File: config.mk
export PLATFORM = sky130hd
export DESIGN_NAME = seq_magnitude_comparator
export DESIGN_NICKNAME = d
export VERILOG_FILES = /design/src/rtl/cmp_pkg.sv /design/src/rtl/chunk_cmp.sv /design/src/rtl/seq_magnitude_comparator.sv
export SDC_FILE = /design/constraint.sdc
export NUM_CORES = 1
export LEC_CHECK = 0
export BUFFER_PORTS_ARGS = -buffer_cell sky130_fd_sc_hd__clkbuf_2
export CELL_PAD_IN_SITES_DETAIL_PLACEMENT = 0
export CELL_PAD_IN_SITES_GLOBAL_PLACEMENT = 1
export CORE_MARGIN = 4
export CORE_UTILIZATION = 31
export CTS_CLUSTER_DIAMETER = 150
export DETAILED_ROUTE_END_ITERATION = 16
export PLACE_DENSITY = 0.72
export SYNTH_ARGS = -nofsm -noshare
export SYNTH_HDL_FRONTEND = slang
export SYNTH_SLANG_ARGS = --single-unit
File: constraint.sdc
create_clock -name clk -period 3.1 [get_ports clk]
set_input_delay 0 -clock clk [delete_from_list [all_inputs] [get_ports clk]]
set_output_delay 0 -clock clk [all_outputs]
set_load 0.01 [all_outputs]
File: src/rtl/cmp_pkg.sv
// Shared types and constants for the sequential magnitude comparator.
package cmp_pkg;

    typedef enum logic [1:0] {
        IDLE,
        BUSY,
        DONE
    } state_e;

    // Result encodings, ordered {greater, lesser, equal}
    localparam logic [2:0] RES_GT = 3'b100;
    localparam logic [2:0] RES_LT = 3'b010;
    localparam logic [2:0] RES_EQ = 3'b001;

    function automatic int unsigned chunk_count(input int unsigned width,
                                                input int unsigned chunk);
        return width / chunk;
    endfunction

endpackage

File: src/rtl/chunk_cmp.sv
// Unsigned comparison of one CHUNK-bit slice of each operand.
module chunk_cmp #(
    parameter int unsigned CHUNK = 4
) (
    input  logic [CHUNK-1:0] x,
    input  logic [CHUNK-1:0] y,
    output logic             gt,
    output logic             lt
);

    assign gt = (x > y);
    assign lt = (x < y);

endmodule

File: src/rtl/seq_magnitude_comparator.sv
// Multi-cycle magnitude comparator: walks the operands CHUNK bits per cycle
// from the MSB end and stops at the first differing chunk.
module seq_magnitude_comparator
    import cmp_pkg::*;
#(
    parameter int unsigned WIDTH = 16,
    parameter int unsigned CHUNK = 4,
    localparam int unsigned NCHUNK = chunk_count(WIDTH, CHUNK),
    localparam int unsigned IDXW = (NCHUNK > 1) ? $clog2(NCHUNK) : 1
) (
    input  logic            clk,
    input  logic            rst_n,
    input  logic            in_valid,
    output logic            in_ready,
    input  logic [WIDTH-1:0] a,
    input  logic [WIDTH-1:0] b,
    input  logic            signed_mode,
    output logic            out_valid,
    input  logic            out_ready,
    output logic            greater,
    output logic            lesser,
    output logic            equal,
    output logic [IDXW-1:0] diff_chunk
);

    // Flipping the sign bit maps two's complement order onto unsigned order
    localparam logic [WIDTH-1:0] MSB_MASK = WIDTH'(1) << (WIDTH - 1);

    state_e           state_q, state_d;
    logic [WIDTH-1:0] a_q, a_d;
    logic [WIDTH-1:0] b_q, b_d;
    logic [IDXW-1:0]  idx_q, idx_d;
    logic [IDXW-1:0]  diff_q, diff_d;
    logic [2:0]       res_q, res_d;
    logic             in_ready_q, in_ready_d;
    logic             out_valid_q, out_valid_d;

    logic [CHUNK-1:0] a_chunk;
    logic [CHUNK-1:0] b_chunk;
    logic             chunk_gt;
    logic             chunk_lt;

    // Select the chunk currently under comparison
    always_comb begin
        a_chunk = '0;
        b_chunk = '0;
        for (int i = 0; i < int'(NCHUNK); i++) begin
            if (idx_q == IDXW'(i)) begin
                a_chunk = a_q[i*CHUNK +: CHUNK];
                b_chunk = b_q[i*CHUNK +: CHUNK];
            end
        end
    end

    chunk_cmp #(
        .CHUNK(CHUNK)
    ) u_chunk_cmp (
        .x (a_chunk),
        .y (b_chunk),
        .gt(chunk_gt),
        .lt(chunk_lt)
    );

    // Next-state logic for the FSM, operands, index and result
    always_comb begin
        state_d     = state_q;
        a_d         = a_q;
        b_d         = b_q;
        idx_d       = idx_q;
        diff_d      = diff_q;
        res_d       = res_q;
        in_ready_d  = in_ready_q;
        out_valid_d = out_valid_q;

        unique case (state_q)
            IDLE: begin
                if (in_valid) begin
                    a_d        = a ^ (signed_mode ? MSB_MASK : '0);
                    b_d        = b ^ (signed_mode ? MSB_MASK : '0);
                    idx_d      = IDXW'(NCHUNK - 1);
                    in_ready_d = 1'b0;
                    state_d    = BUSY;
                end
            end
            BUSY: begin
                if (chunk_gt || chunk_lt) begin
                    res_d       = chunk_gt ? RES_GT : RES_LT;
                    diff_d      = idx_q;
                    out_valid_d = 1'b1;
                    state_d     = DONE;
                end else if (idx_q == '0) begin
                    res_d       = RES_EQ;
                    diff_d      = '0;
                    out_valid_d = 1'b1;
                    state_d     = DONE;
                end else begin
                    idx_d = idx_q - IDXW'(1);
                end
            end
            DONE: begin
                if (out_ready) begin
                    out_valid_d = 1'b0;
                    in_ready_d  = 1'b1;
                    state_d     = IDLE;
                end
            end
            default: begin
                out_valid_d = 1'b0;
                in_ready_d  = 1'b1;
                state_d     = IDLE;
            end
        endcase
    end

    // State and registered outputs; reset discards any pending result
    always_ff @(posedge clk or negedge rst_n) begin
        if (!rst_n) begin
            state_q     <= IDLE;
            a_q         <= '0;
            b_q         <= '0;
            idx_q       <= '0;
            diff_q      <= '0;
            res_q       <= '0;
            in_ready_q  <= 1'b1;
            out_valid_q <= 1'b0;
        end else begin
            state_q     <= state_d;
            a_q         <= a_d;
            b_q         <= b_d;
            idx_q       <= idx_d;
            diff_q      <= diff_d;
            res_q       <= res_d;
            in_ready_q  <= in_ready_d;
            out_valid_q <= out_valid_d;
        end
    end

    assign in_ready   = in_ready_q;
    assign out_valid  = out_valid_q;
    assign greater    = res_q[2];
    assign lesser     = res_q[1];
    assign equal      = res_q[0];
    assign diff_chunk = diff_q;

endmodule

Word level (Yosys, flattened, before mapping):

Index checks and enable logic that the tools add are counted.

* register bits: 43
* input bits: 37
* output and inout bits: 7
* logic and storage cells: 66

* add/sub/neg operators: 1
* $lt $le $gt $ge: 2
* equal/unequal tests: 10
* mux-type cells: 30
* bitwise gates (word level): 4
* reduce and logical (&&, ||, !) cells: 11

Operators by type and width (count)
* 4-bit two-way mux: 8
* 16-bit XOR: 2
* 2-bit two-way mux: 9
* 16-bit two-way mux: 1
* 3-bit two-way mux: 3
* 3-bit AND reduction: 3
* 2-bit inequality test (second input constant): 4
* 2-bit equality test (second input constant): 3
* 1-bit case mux with 3 select lines: 2
* 2-bit case mux with 3 select lines: 1
* 1-bit two-way mux: 5
* 2-bit by 1-bit equality test with 1-bit output (second input constant): 2
* 4-bit > comparator: 1
* 2-bit zero test: 2
* 4-bit less-than comparator: 1
* 2-bit case mux with 2 select lines: 1
* 2-bit AND reduction: 2
* 4-bit AND reduction: 1
* 2-bit nonzero test: 2
* 3-bit inequality test (second input constant): 1
* 1-bit inverter: 2
* 2-bit by 1-bit subtractor with 2-bit output (second input constant): 1
* 1-bit logical OR: 1

Logic depth before layout (Yosys ltp):

Gate-level depths: netlist of run 1.

* depth in word-level cells: 9
* mapped depth: 13
* gate-level depth less buffers: 11

Modules after synthesis:

Synthesis of run 1 repeated with hierarchy kept, for this count alone.

* cell total of the unflattened synthesis: 171
* area, all modules: 2193.4 sq um

Modules (own cells, without submodules)
* seq_magnitude_comparator: instances 1, cells each 156, area an instance 2079.5 sq um, sequential area each 1077.3 sq um
* chunk_cmp: instances 1, cells each 15, area an instance 113.9 sq um, sequential area each 0.0 sq um

Worst setup path before layout of run 1:

OpenSTA, ideal clock, no wires.

* kind: register to register
* start: register idx_q[1]
* end: register idx_q[0]
* setup time: 0.125 ns
* arrival time: 2.655 ns
* slack: 0.320 ns
* stages on the path, launching flop included: 13
* cells stage by stage: dfrtp_1 inv_1 ha_1 buf_2 nor2b_1 clkbuf_1 a221oi_1 nor3_1 a21oi_1 ha_1 nand4_1 or4_1 mux2_2

* cells in the longest elaborated chain, start to end: 9
* elaborated cells on any way between the ends: 18

Ends and longest elaborated chain
* start, declared: RTL line seq_magnitude_comparator.sv:32 `logic [IDXW-1:0] idx_q, idx_d;`
* start signal, assigned: RTL line seq_magnitude_comparator.sv:130 `idx_q <= idx_d;`
* 2-bit zero test: RTL line seq_magnitude_comparator.sv:48, seq_magnitude_comparator.sv:91
* 4-bit two-way mux (4 in series): RTL line seq_magnitude_comparator.sv:48 `if (idx_q == IDXW'(i)) begin`
* 4-bit > comparator / 4-bit less-than comparator (equally long branches): RTL line chunk_cmp.sv:11, chunk_cmp.sv:12
* 1-bit logical OR: RTL line seq_magnitude_comparator.sv:86 `if (chunk_gt || chunk_lt) begin`
* 2-bit inequality test (no source line)
* 4-bit AND reduction (no source line) *

Every way passes the cells marked *; elsewhere a longest branch is shown, timed or not.
A chain may end at the register's enable or synchronous reset.

Worst setup path in the final report of run 1:

Same ends and word-level chain as after synthesis.

==> results of run 1 <==
power by group through the flow:
stage               Clock, mW  Sequential [mW]  Combinational, mW
floorplan                   0            0.993              0.817
global placement            0             1.04               1.07
detailed placement          0             1.04               1.11
CTS                     0.462             1.03               1.14
global route            0.484             1.06               1.29
finish                  0.450             1.02               1.14
per-stage QoR:
step,hold WS (ps),instances
after detailed placement,236,286
after CTS,3.63,326
after global placement,233,286
final,30.8,327
after floorplan,-296,168
after global routing,27.1,327
worst paths after layout:
kind / from / endpoint / slack, ps / cells past startpoint
setup / recovery: idx_q[1] / idx_q[0] / 260 / 11
hold / removal: signed_mode / b_q[15] / 30 / 3
setup reg to reg: idx_q[1] / idx_q[0] / 260 / 11
hold reg to reg: out_valid / out_valid / 480 / 2
max in group asynchronous: rst_n / b_q[14] / 2020 / 2
min in group asynchronous: rst_n / state_q[0] / 430 / 2
state kept, by name, summed over array words and instances, names as in the netlist:
name / flops
diff_chunk: 2
idx_q: 2
state_q: 2
out_valid: 1
in_ready: 1
res_q: 3
b_q: 16
a_q: 16
placed cells by master (no fill, tap or decap):
| master | instances |
|---|---|
| o21ai_1 | 1 |
| clkbuf_8 | 6 |
| o211ai_1 | 1 |
| nor2_2 | 1 |
| o21ai_0 | 5 |
| inv_1 | 2 |
| or4_1 | 1 |
| a22oi_1 | 1 |
| mux2_2 | 31 |
| nor2b_1 | 8 |
| nor3_1 | 5 |
| a21oi_1 | 11 |
| bufinv_16 | 1 |
| nand4_1 | 1 |
| nand3b_1 | 1 |
| nor2_1 | 7 |
| dlygate4sd3_1 | 33 |
| a22o_1 | 2 |
| clkbuf_2 | 43 |
| ha_2 | 1 |
| nand2b_4 | 1 |
| nand2_1 | 10 |
| xnor2_1 | 2 |
| clkinv_2 | 1 |
| a221oi_1 | 7 |
| a21o_1 | 1 |
| nor4b_1 | 1 |
| buf_4 | 6 |
| ha_1 | 7 |
| nand2b_1 | 2 |
| dfrtp_1 | 42 |
| nor2b_4 | 1 |
| o31ai_1 | 4 |
| a32o_1 | 1 |
| and2b_1 | 1 |
| dfstp_2 | 1 |
area by class of cell:
type                    instances  area, µm²  share of cell area, %
multi-input cells             115        918                   32.7
repair buffers                 82        591                   21.0
inverters                       2       7.51                  0.267
well taps                      77       96.3                   3.43
clock inverters                 2       35.0                   1.25
clock buffers                   6       82.6                   2.94
flip-flops and latches         43       1080                   38.4
critical path, delay by kind of cell, from the launching register on:
family          cells  cell delay [ps]
fa+ha+maj           2              570
compound gates      3              350
mux                 1              290
flops               1              440
buf+inv             2              300
simple gates        3              770
cell usage after synthesis (3+ instances only):
| cell | count | area [µm²] |
|---|---|---|
| dfrtp_1 | 42 | 1050 |
| a21oi_1 | 11 | 55.1 |
| a221oi_1 | 7 | 61.3 |
| mux2_2 | 31 | 349 |
| o21ai_0 | 5 | 25.0 |
| buf_4 | 3 | 22.5 |
| nand2_1 | 10 | 37.5 |
| o31ai_1 | 4 | 30.0 |
| nor2b_1 | 9 | 56.3 |
| nor3_1 | 5 | 25.0 |
| nor2_1 | 7 | 26.3 |
| clkbuf_1 | 4 | 15.0 |
| ha_1 | 8 | 100 |
routing by layer:
metal	share of wire, %	vias to the layer above
met1	48	749
li1	-	772
met2	46	31
met3	4.4	5
met5	0	-
met4	1.2	0
logic make-up (layout without fill, tap and decap cells):
group	Yosys count	after routing	synth area share, %
XOR/XNOR	2	2	0.861
AND/OR/NAND/NOR	40	40	10.6
buffers and inverters	10	92	2.46
adder cells (fa/ha/maj)	8	8	4.92
multiplexers	31	31	17.1
flip-flops	43	43	52.9
AO/OA/AOI/OAI	34	34	11.1
repair_timing:
item | 4_1_cts | 5_1_grt
endpoints found under the setup margin | 1 | 4
hold buffers | 32 | 1
pin swaps | 0 | 0
resized for setup | 1 | 2
cloned | 0 | 0
endpoints found under the hold margin | 74 | 1
==> summary.md, run 1 <==
| Metric | Value |
|---|---|
| RSZ-0062 raised after global routing | `no` |
| Reg power frac | `between 30% and 40%` |
| CP Capture Type | `flop` |
| Met1 Resource Use GR | `between 10% and 20%` |
| Vias in the first global route | `around 1600` |
| H-tree depth | `2` |
| Gate power share | `between 40% and 50%` |
| Largest net degree at the start of global routing | `44` |
| GR peak layer | `met2` |
| Row count | `29` |
| Critical Path Max Stage Delay | `roughly 540 ps` |
| Post-route core utilization | `between 40% and 50%` |
| Sw frac | `approximately a third` |
| Slew @ Worst Pin | `approximately 1100 ps` |
| Detailed Route Iter0 Violations | `56` |
| Max Cap Viol | `0` |
| Yosys warnings | `0` |
| All-Layer GR Usage | `approximately an eighth` |
| Clk sinks | `43` |
| Post-Syn Area | `roughly 2000 µm²` |
| Max Slew Vio Count | `0` |
| Post-synthesis average cell area | `12.1 µm²` |
| Status | `completed` |
| Clk_lat worst skew | `~290 ps` |
| Post-DP HPWL | `3.19 mm` |
| Initial antenna violation count | `0` |
| Total gr overflow | `0` |
| Non-Filler Cell Area, Final | `2810 µm²` |
| Synth cell types | `31` |
| Initial DRT Pass Iterations | `4` |
| M3 GR Usage | `around 2.8%` |
| Pwr Density | `929 nW/µm²` |
| Top FF cell, synth | `dfrtp_1` |
| TNS Setup | `0 ps` |
| Placement Cell Area | `2350 µm²` |
| Final period utilization | `approximately nine tenths` |
| Met2 Track Usage GR | `19.8%` |
| Clock buffers created by TritonCTS | `5` |
| Async SR Flop Fraction | `between 90% and 100%` |
| DRC | `0` |
| Ant. Diodes | `0` |
| Layout cells sized above 1 | `between 30% and 40%` |
| I/O Buffers | `43` |
| Leak | `1.26 nW` |
| Clock transition at path regs | `around 80 ps` |
| VDD IR max | `0.386 mV` |
| Final hold violation count | `0` |
| CTS tree | `yes` |
| Setup WS pre-CTS | `a little over 70 ps` |
| Via count | `~1600` |
| CP max-delay cell | `or4_1` |
| Routed Wire Length | `approximately 4.4 mm` |
| Final Wtd Congestion | `0.849` |
| Final #Nets | `just under 300` |
| Setup slack after layout | `262 ps` |
| FMAX | `around 350 MHz` |
| Routed length per instance | `~14 µm` |
| Crit path arrival time | `just over 3000 ps` |
| Die height | `89.0 µm` |
| Int Power | `approximately 1.7 mW` |
| Critical path peak fanout | `9` |
| Fin crit period | `2840 ps` |
| Routed Antenna Nets | `0` |
| Clk pwr share | `between 15 and 20%` |
| CP cell instances | `inv_1 > ha_1 > buf_4 > nand3b_1 > a21oi_1 > a21oi_1 > o21ai_0 > ha_1 > nand4_1 > or4_1 > mux2_2` |
| # fillers | `597` |
| Yosys reg bits | `43` |
| NetSw | `about 0.9 mW` |
| Post-Syn Nets | `213` |
| Total design power | `2.61 mW` |
| Final setup fails | `0` |
| Crit path required time | `approximately 3300 ps` |
| Num ports | `44` |
| Fin Clk Skew | `a little under 9 ps` |
| Crit Path Category | `reg -> reg` |
| Hold Crit Class | `in -> reg` |
| Area Overhead vs Synth | `37.9%` |
| Nature of the critical path startpoint | `flop` |
| CTS max path bufs | `2` |
| Starting Density | `between 30% and 40%` |
| EDFF count, synth | `0` |
| Core area | `6350 µm²` |
| Total die area | `between 7000 and 8000 µm²` |
| Global-route wire length before repair | `between 7 and 8 mm` |
| Sequential share of the synthesized area | `between 50% and 60%` |
| Slew HR | `29.5%` |
| Root Driver | `clkbuf_8` |
| Vias per cell | `4.76` |
| Postcts setup bufs | `0` |
| Cells after Synth | `168` |
| Die Width | `a little under 90 µm` |
Note: power is estimated with default switching activity, not from simulation.
==> inputs of run 2 (changes only) <==
--- a/config.mk
+++ b/config.mk
@@ -9,10 +9,10 @@
 export CELL_PAD_IN_SITES_DETAIL_PLACEMENT = 0
 export CELL_PAD_IN_SITES_GLOBAL_PLACEMENT = 1
 export CORE_MARGIN = 4
-export CORE_UTILIZATION = 31
+export CORE_UTILIZATION = 42
 export CTS_CLUSTER_DIAMETER = 150
 export DETAILED_ROUTE_END_ITERATION = 16
-export PLACE_DENSITY = 0.72
+export PLACE_DENSITY = 0.86
 export SYNTH_ARGS = -nofsm -noshare
 export SYNTH_HDL_FRONTEND = slang
 export SYNTH_SLANG_ARGS = --single-unit
==> constraint.sdc (replaced) <==
create_clock -name clk -period 3.1 [get_ports clk]
set_input_delay 0.31 -clock clk [delete_from_list [all_inputs] [get_ports clk]]
set_output_delay 0.31 -clock clk [all_outputs]
set_load 0.01 [all_outputs]
==> summary.md, run 2 (synthesis gave the netlist of run 1 again) <==
| Metric | Value |
|---|---|
| Clk pwr share | `approximately a fifth` |
| Vias in the first global route | `1429` |
| Commonest cells after routing, fill and taps aside | `43 x clkbuf_2, 41 x dfrtp_1, 31 x mux2_2, 11 x a21oi_1, 10 x nand2_1` |
| All-Layer GR Usage | `between 10% and 20%` |
| Final period utilization | `93.9%` |
| TNS Setup | `0 ps` |
| Fin Clk Skew | `6.56 ps` |
| Final Wtd Congestion | `roughly 0.76` |
| CP Capture Type | `flop` |
| Fin crit period | `between 2000 and 3000 ps` |
| Leak | `approximately 1.1 nW` |
| Clock buffers created by TritonCTS | `5` |
| Num ports | `44` |
| RSZ-0062 raised after global routing | `no` |
| Via count | `~1400` |
| H-tree depth | `2` |
| Clock transition at path regs | `around 80 ps` |
| Crit path arrival time | `3090 ps` |
| Die Width | `approximately 78 µm` |
| Die height | `about 78 µm` |
| Routed length per instance | `approximately 14 µm` |
| Area Overhead vs Synth | `22.1%` |
| CTS max path bufs | `2` |
| Final hold violation count | `0` |
| Critical path peak fanout | `7` |
| Cell with the most instances on the worst path | `ha_1` |
| Clk_lat worst skew | `just under 300 ps` |
| Pwr Density | `~1100 nW/µm²` |
| Vias per cell | `a little under 5` |
| Critical Path Max Stage Delay | `550 ps` |
| FMAX | `343 MHz` |
| Slew HR | `30.9%` |
| Setup WS pre-CTS | `between 100 and 150 ps` |
| Total die area | `6020 µm²` |
| I/O Buffers | `43` |
| Commonest non-fill, non-tap cell in the layout | `clkbuf_2` |
| VDD IR max | `0.449 mV` |
| Largest net degree at the start of global routing | `44` |
| Routed Wire Length | `around 4 mm` |
| Hold Crit Class | `in -> async` |
| CTS tree | `yes` |
| Routed Antenna Nets | `0` |
| Post-DP HPWL | `2.97 mm` |
| CP bufs+invs | `2` |
| Crit Path Category | `reg -> reg` |
| Ant. Diodes | `0` |
| Setup slack after layout | `approximately 190 ps` |
| Layout cells sized above 1 | `between 40% and 50%` |
| Clk sinks | `43` |
| Final #Nets | `~260` |
| Gate power share | `a little over two fifths` |
| Detailed Route Iter0 Violations | `77` |
| Total design power | `2.63 mW` |
| NetSw | `between 0.8 and 0.9 mW` |
| Int Power | `~1.7 mW` |
| Slew @ Worst Pin | `between 1000 and 1500 ps` |
| Root Driver | `clkbuf_8` |
| Total gr overflow | `0` |
| Status | `completed` |
| CP cell instances | `inv_1 > ha_1 > nor2b_1 > buf_4 > a221oi_1 > o31ai_1 > ha_1 > nand4_1 > or4_4 > mux2_2` |
| Row count | `25` |
| Final setup fails | `0` |
| Max Slew Vio Count | `0` |
| Biggest regs | `a_q (16), b_q (16), res_q (3)` |
| Reg-to-reg slack, setup | `about 190 ps` |
| CP max-delay cell | `or4_4` |
| Global-route wire length before repair | `slightly below 7 mm` |
| # fillers | `between 400 and 500` |
| DRC | `0` |
| Crit path required time | `3280 ps` |
| Initial DRT Pass Iterations | `4` |
| Core area | `4720 µm²` |
| Nature of the critical path startpoint | `flop` |
| Hold buffer count at cts | `0` |
| Initial antenna violation count | `0` |
| Starting Density | `between 40 and 50%` |
| Max Cap Viol | `0` |
| Top delay family on crit path | `simple AND/OR/NAND/NOR gates` |
| Sw frac | `about a third` |
| Reg power frac | `between 30% and 40%` |
==> run 2: worst paths after layout <==
kind | from | end | cells past startpoint
min in group clk | a[12] | a_q[12] | 2
max in group asynchronous | rst_n | idx_q[1] | 1
worst max register to register | idx_q[0] | idx_q[0] | 10
worst min-delay path | rst_n | b_q[15] | 1
worst max-delay path | idx_q[0] | idx_q[0] | 10
worst min register to register | out_valid | out_valid | 2
==> run 2: metal layers <==
layer / GRT usage, % / routed length [µm]
met1: 19.9 / 1920
met2: 20.5 / 1770
met3: 4.06 / 224
met4: 5.87 / 77
met5: 0 / 0
==> run 2: repair_timing <==
item,4_1_cts,5_1_grt
gates resized for setup,0,3
setup endpoints to repair,0,2
buffers inserted,0,2
hold endpoints to repair,0,0
==> run 2: power by group through the flow <==
stage	Sequential (mW)	Combinational [mW]	Clock, mW
global placement	1.04	1.03	0
CTS	1.03	1.07	0.519
floorplan	0.993	0.817	0
detailed placement	1.04	1.06	0
finish	1.03	1.09	0.504
global route	1.07	1.24	0.546
==> run 2: per-stage QoR <==
stage               area, µm²  hold slack, ps  std cells  util, %
floorplan                2040            14.4        168        -
global placement         2330             469        275     49.3
detailed placement       2330             479        275     49.3
CTS                      2460             210        283     52.1
global route             2480             224        285     52.6
finish                   2480             185        285     52.6
==> run 2: layout make-up <==
type                            instances  area (µm²)  area share [%]
Multi-Input combinational cell        115         915            36.8
Inverter                                2        7.51           0.302
Tap cell                               67        83.8            3.37
Clock inverter                          2        60.1            2.42
Sequential cell                        43        1080            43.4
Clock buffer                            6        72.6            2.92
Timing Repair Buffer                   50         268            10.8
